$ cat src/rtl/serial_add_arbiter.sv
// serial_add_arbiter
//   Two requesters share one 1-bit full-adder slice. Each accepted request
//   is a WIDTH-bit unsigned add (carry-in 0), evaluated LSB-first, one bit
//   per clock. Requesters are served round-robin, and the result is held
//   until the consumer takes it.
//
// Ports
//   clk, rst                       clock, async active-high reset
//   reqN_valid/x/y, reqN_ready     operand handshake, N = 0,1
//   res_valid/ready                result handshake
//   res_sum, res_carry, res_id     x+y mod 2^WIDTH, carry out, requester id
//   busy                           high while an operation is in RUN or DONE
module serial_add_arbiter #(
   parameter int WIDTH = 8
) (
   input  logic             clk,
   input  logic             rst,
   input  logic             req0_valid,
   input  logic [WIDTH-1:0] req0_x,
   input  logic [WIDTH-1:0] req0_y,
   output logic             req0_ready,
   input  logic             req1_valid,
   input  logic [WIDTH-1:0] req1_x,
   input  logic [WIDTH-1:0] req1_y,
   output logic             req1_ready,
   output logic             res_valid,
   input  logic             res_ready,
   output logic [WIDTH-1:0] res_sum,
   output logic             res_carry,
   output logic             res_id,
   output logic             busy
);

   localparam int CW = (WIDTH > 1) ? $clog2(WIDTH) : 1;

   typedef enum logic [1:0] {IDLE, RUN, DONE} state_t;

   state_t           state;
   logic             ptr;      // preferred requester when both are valid
   logic [CW-1:0]    cnt;      // index of the bit processed on the next edge
   logic             carry;
   logic [WIDTH-1:0] sreg;     // sum bits shift in at the MSB, LSB first
   logic [WIDTH-1:0] x_q;
   logic [WIDTH-1:0] y_q;

   logic grant1;
   logic xb, yb, sb, cb;

   // Requester 1 wins if it is alone, or both are valid and it holds priority.
   assign grant1     = req1_valid & (~req0_valid | ptr);
   // Readies are forced low during reset so every output reads 0 while rst is high.
   assign req0_ready = ~rst & (state == IDLE) & req0_valid & ~grant1;
   assign req1_ready = ~rst & (state == IDLE) & grant1;

   // The shared full-adder slice
   assign xb = x_q[cnt];
   assign yb = y_q[cnt];
   assign sb = xb ^ yb ^ carry;
   assign cb = (xb & yb) | (carry & (xb ^ yb));

   always_ff @(posedge clk or posedge rst) begin
      if (rst) begin
         state     <= IDLE;
         ptr       <= 1'b0;
         cnt       <= '0;
         carry     <= 1'b0;
         sreg      <= '0;
         x_q       <= '0;
         y_q       <= '0;
         res_valid <= 1'b0;
         res_sum   <= '0;
         res_carry <= 1'b0;
         res_id    <= 1'b0;
         busy      <= 1'b0;
      end else begin
         case (state)
            IDLE: begin
               if (req0_ready | req1_ready) begin
                  x_q    <= req1_ready ? req1_x : req0_x;
                  y_q    <= req1_ready ? req1_y : req0_y;
                  res_id <= req1_ready;
                  carry  <= 1'b0;
                  cnt    <= '0;
                  sreg   <= '0;
                  busy   <= 1'b1;
                  state  <= RUN;
               end
            end
            RUN: begin
               sreg  <= {sb, sreg[WIDTH-1:1]};
               carry <= cb;
               cnt   <= cnt + CW'(1);
               if (cnt == CW'(WIDTH-1)) begin
                  // Final bit: the assembled word goes straight to the result.
                  res_sum   <= {sb, sreg[WIDTH-1:1]};
                  res_carry <= cb;
                  res_valid <= 1'b1;
                  state     <= DONE;
               end
            end
            DONE: begin
               if (res_ready) begin
                  ptr       <= ~res_id;
                  res_valid <= 1'b0;
                  busy      <= 1'b0;
                  state     <= IDLE;
               end
            end
            default: state <= IDLE;
         endcase
      end
   end

endmodule

$ cat config.mk
export PLATFORM = sky130hd
export DESIGN_NAME = serial_add_arbiter
export DESIGN_NICKNAME = d
export VERILOG_FILES = /design/src/rtl/serial_add_arbiter.sv
export SDC_FILE = /design/constraint.sdc
export NUM_CORES = 1
export LEC_CHECK = 0
export CAP_MARGIN = 20
export CELL_PAD_IN_SITES_DETAIL_PLACEMENT = 1
export CELL_PAD_IN_SITES_GLOBAL_PLACEMENT = 1
export CORE_MARGIN = 8
export CORE_UTILIZATION = 38
export DETAILED_ROUTE_END_ITERATION = 8
export MAX_ROUTING_LAYER = met4
export PLACE_DENSITY = 0.84
export SYNTH_ARGS = -nofsm -noshare
export SYNTH_HDL_FRONTEND = slang
export SYNTH_SLANG_ARGS = --single-unit
$ cat constraint.sdc
create_clock -name clk -period 2.6 [get_ports clk]
set_clock_uncertainty 0.1 [all_clocks]
set_input_delay 0.52 -clock clk [delete_from_list [all_inputs] [get_ports clk]]
set_output_delay 0.52 -clock clk [all_outputs]
set_load 0.02 [all_outputs]
[Word level (Yosys, flattened, before mapping)]
Index checks and enable logic that the tools add are counted.
Word-level totals
  register bits after elaboration: 43
  bits in latches: 0
  RAM bits: 0
  memory bits (read-only): 0
  input port bits: 37
  output and inout bits: 14
  word-level logic and storage cells: 68
  memories kept: 0
Cells by class
  add/sub/neg operators: 1
  multiply operators: 0
  div/mod/pow operators: 0
  magnitude comparators: 1
  equal/unequal tests: 6
  shifts and indexed selects: 0
  multiplexer cells: 21
  bitwise gates (word level): 16
  reduce and logical (&&, ||, !) cells: 11
Operator list (number)
  8-bit two-way mux: 3
  8-bit one-hot mux with 2 select lines: 1
  3-bit AND reduction: 3
  2-bit AND reduction: 4
  1-bit AND: 7
  1-bit binary-select mux with 3-bit select: 2
  1-bit two-way mux: 6
  2-bit two-way mux: 3
  1-bit one-hot mux with 2 select lines: 3
  2-bit one-hot mux with 3 select lines: 1
  3-bit one-hot mux with 2 select lines: 1
  2-bit nonzero test: 3
  3-bit by 4-bit < comparator with 1-bit output, second input constant: 1
  2-bit != test, second input constant: 2
  1-bit NOT: 4
  3-bit by 1-bit adder with 3-bit output, second input constant: 1
  3-bit == test, second input constant: 1
  3-bit two-way mux: 1
  1-bit OR: 3
  2-bit by 1-bit == test with 1-bit output, second input constant: 1
  2-bit == test, second input constant: 1
  2-bit zero test: 1
  2-bit by 1-bit != test with 1-bit output, second input constant: 1
  1-bit bitwise XOR: 2

[Depth between registers and ports, before layout]
  word-level depth: 8
  depth in mapped cells: 7

[Worst setup path after synthesis]
No wires, ideal clock.
  path type: reg2reg
  start: register cnt[0]
  end: register res_sum[7]
  arrival: 2.123 ns
  slack: 0.249 ns
  stages on the path, launching flop included: 6
  period minus slack after synthesis: 2.351 ns
  cell sequence: dfrtp_1 > clkbuf_1 > mux4_2 > mux2_2 > fa_1 > mux2_1
Between the ends
  longest elaborated chain between the ends: 4
RTL lines
  start, declared: RTL line 40  | logic [CW-1:0] cnt;
  start signal, assigned: RTL line 92  | cnt <= cnt + CW'(1);
  1-bit binary-select mux with 3-bit select, on equally long branches: RTL line 56, 57
  1-bit two-way mux, on equally long branches: RTL line 56, 57
  1-bit bitwise XOR * (2 in series): RTL line 58  | assign sb = xb ^ yb ^ carry;
  via sb: RTL line 47  | logic xb, yb, sb, cb;
  end signal, assigned: RTL line 95  | res_sum <= {sb, sreg[WIDTH-1:1]};
  end, declared: RTL line 28  | output logic [WIDTH-1:0] res_sum,
Mark *: on every way through the listed nets, which the timed path passes. The rest lies on a longest branch. The select of a mux whose other input is x is not followed.
A chain may end at the register's enable or synchronous reset.

[Worst setup path in the final report]
Same ends and word-level chain as after synthesis.

==> impl_metrics.yaml <==
routing:
  viasPerCell: 5.26
  detail-route-antenna-nets: 0
  drc: 0
  wl_per_cell_um: 15.9
  drt_pass1_iterations: 4
  via_count: 1761
  first_iter_violations: 75
  wl_um: 5330
sta:
  rsz0062_at_grt: "false"
  max_freq_mhz: 427
  post-route-min-period_ps: 2340
  slew_violations: 0
  tightest_slew_ps: 521
  final-hold-violation-count: 0
  fin_crit_sh_pct: 90.1
  relSlewSlack_pct: 65.2
  setup_viol: 0
  tns_ps: 0
  hold_slack_ps: 395
worst_setup_path:
  r2r-start: "cnt[0]$_DFFE_PP0P_"
  ff2ff_path_depth: 4
  rrSetupSlack_ps: 260
  worstPathArrival_ps: 2420
  crit_required_ps: 2680
  endpoint_kind: "flop"
  cp_max_fo: 7
  crit_type: "flop to flop"
  crit_path_start_kind: "flop"
  r2r-end: "res_sum[7]$_DFFE_PP0P_"
hold_path:
  hp-class: "flop to flop"
  holdPathEnd: "res_sum[3]$_DFFE_PP0P_"
  holdPathStages: 1
  hold_start: "res_sum[3]$_DFFE_PP0P_"
grt:
  grt_pass1_vias: 1939
  gr-total-overflow: 0
  track_usage_pct: 13.5
  grt_start_max_net_pins: 43
  grt_antenna_before_repair: 0
  grt_pass1_wl_um: 9250
placement:
  gp_congestion: 0.786
  place_area_sq_um: 2730
  port_buffers: 50
  dp_cells: 329
  dp_hpwl_um: 3870
power_and_ir_drop:
  switching_share_pct: 36.6
  powerDensity_nw_per_um2: 1010
  p_leak_nw: 1.23
  clkPwrFrac_pct: 14.4
  p_int_mw: 1.81
  p_seq_share_pct: 41.0
  peakVddDrop_mv: 0.378
  combPwrFrac_pct: 44.6
  switchingPower_mw: 1.04
synth:
  syn_nets: 258
  ys_seq_elements: 42
  yosysTopAreaCell: "dfrtp_1"
  synth_area_leaders: "dfrtp_1 (48%), nand2_1 (7.4%), o22a_1 (6.4%), o211ai_1 (5.5%), mux2_1 (4.6%)"
  yosys_warnings: 0
  seq_area_frac_synth_pct: 47.9
  syn_inst: 218
  yosys.cell_types.count: 24
  syn_area_sq_um: 2190
  synth_top_area_share_pct: 47.9
  syn_area_per_cell_sq_um: 10.1
die:
  io_pins: 51
  row_count: 27
  design.die.area_sq_um: 8460
  core_area_sq_um: 5540
  die_w_um: 92.0
  initial_utilization_pct: 39.6
  die_h_um: 92.0
cells_and_area:
  syn2layout_area_growth_pct: 28.5
  nets: 304
  num_antenna_cells: 0
  final_cell_area_sq_um: 2820
  final_common_cell: "clkdlybuf4s50_1"
  fin_cells: 335
  drive_gt1_share_pct: 8.37
  layout_common_cells: "clkdlybuf4s50_1 (48), nand2_1 (43), dfrtp_1 (42)"
clock_network:
  tritoncts: "yes"
  cts_buffers: 5
  clk_latency_ps: 290
  cts_root_buffer: "clkbuf_8"
  h-tree-depth: 2
  cts.sinks: 42
  cts_setup_buffers: 0
  path_clk_slew_ps: 70
  clockBufferDepth: 2
run:
  max_cap_violations: 0
outcome:
  status: "complete, no violations"
## power groups by stage
stage          logic (mW)  clock network [mW]  registers [mW]
2_1_floorplan       0.833                   0            1.20
3_5_place_dp         1.28                   0            1.19
4_1_cts              1.29               0.418            1.18
5_1_grt              1.39               0.445            1.21
3_3_place_gp         1.23                   0            1.17
6_report             1.27               0.410            1.17
## layer usage
layer	track usage [%]	vias to the layer above	part of all wire (%)
met4	2.82	0	0.81
met5	-	-	0
met1	16.3	855	45
met3	4.07	5	4.9
met2	21.7	45	50
li1	-	856	-
## registers in the layout (all words and copies together), names as in the netlist
register / count
x_q: 8
state: 2
sreg: 7
busy: 1
res_valid: 1
res_sum: 8
carry: 1
res_id: 1
y_q: 8
ptr: 1
res_carry: 1
cnt: 3
## logic make-up (layout without fill, tap and decap cells)
logic type	Yosys count	count (layout)	share of synthesized area, %
muxes	15	15	9.75
adders and majority gates	3	3	2.05
and+or+nand+nor	55	55	11.4
buffers and inverters	37	82	8.21
DFF	42	42	47.9
AOI/OAI and AO/OA	66	66	20.7
## cells in the mapped netlist, drive strengths merged
cell type  instances
nor3               1
mux2              11
and3               2
fa                 1
buf                8
mux4               4
o21ai             16
nand2             43
a31oi             16
o22a              16
or2                1
nand3b             1
dfrtp             42
nor2b              2
and2               1
a21oi              1
inv               18
ha                 2
clkbuf            11
a21o               1
o211ai            16
nand2b             4
## worst max-delay path, cell delays in order (launching register included)
cell,delay [ps]
dfrtp_1,530
mux4_2,550
mux2_2,290
fa_1,470
mux2_1,290
## stage by stage
step / setup slack (ps) / utilization, % / power [mW]
2_1_floorplan: 249 / - / 2.03
3_3_place_gp: 26.3 / 49.3 / 2.40
3_5_place_dp: 17.6 / 49.3 / 2.47
4_1_cts: 14.8 / 50.8 / 2.89
5_1_grt: 167 / 50.9 / 3.05
6_report: 257 / 50.9 / 2.85
## final cells by class
type,instances,area [sq um]
well taps,72,90.1
multi-input cells,139,962
fillers,641,2720
clock buffers,6,82.6
inverters,18,67.6
repair buffers,58,566
flip-flops and latches,42,1050
## timing repair
| item | 4_1_cts | 5_1_grt |
|---|---|---|
| hold buffers | 0 | 0 |
| gates resized for setup | 0 | 2 |
| endpoints found under the setup margin | 0 | 2 |
## worst max-delay path by stage
stage	start	to	slack, ps	cells past startpoint
after floorplan	cnt[0]$_DFFE_PP0P_	res_sum[7]$_DFFE_PP0P_	250	5
final	cnt[0]$_DFFE_PP0P_	res_sum[7]$_DFFE_PP0P_	260	4
after global placement	rst	req1_ready	30	4
after global routing	cnt[0]$_DFFE_PP0P_	res_sum[7]$_DFFE_PP0P_	170	4
after CTS	rst	req1_ready	10	4
after detailed placement	rst	req1_ready	20	4
Power figures use the tool's default switching activity.
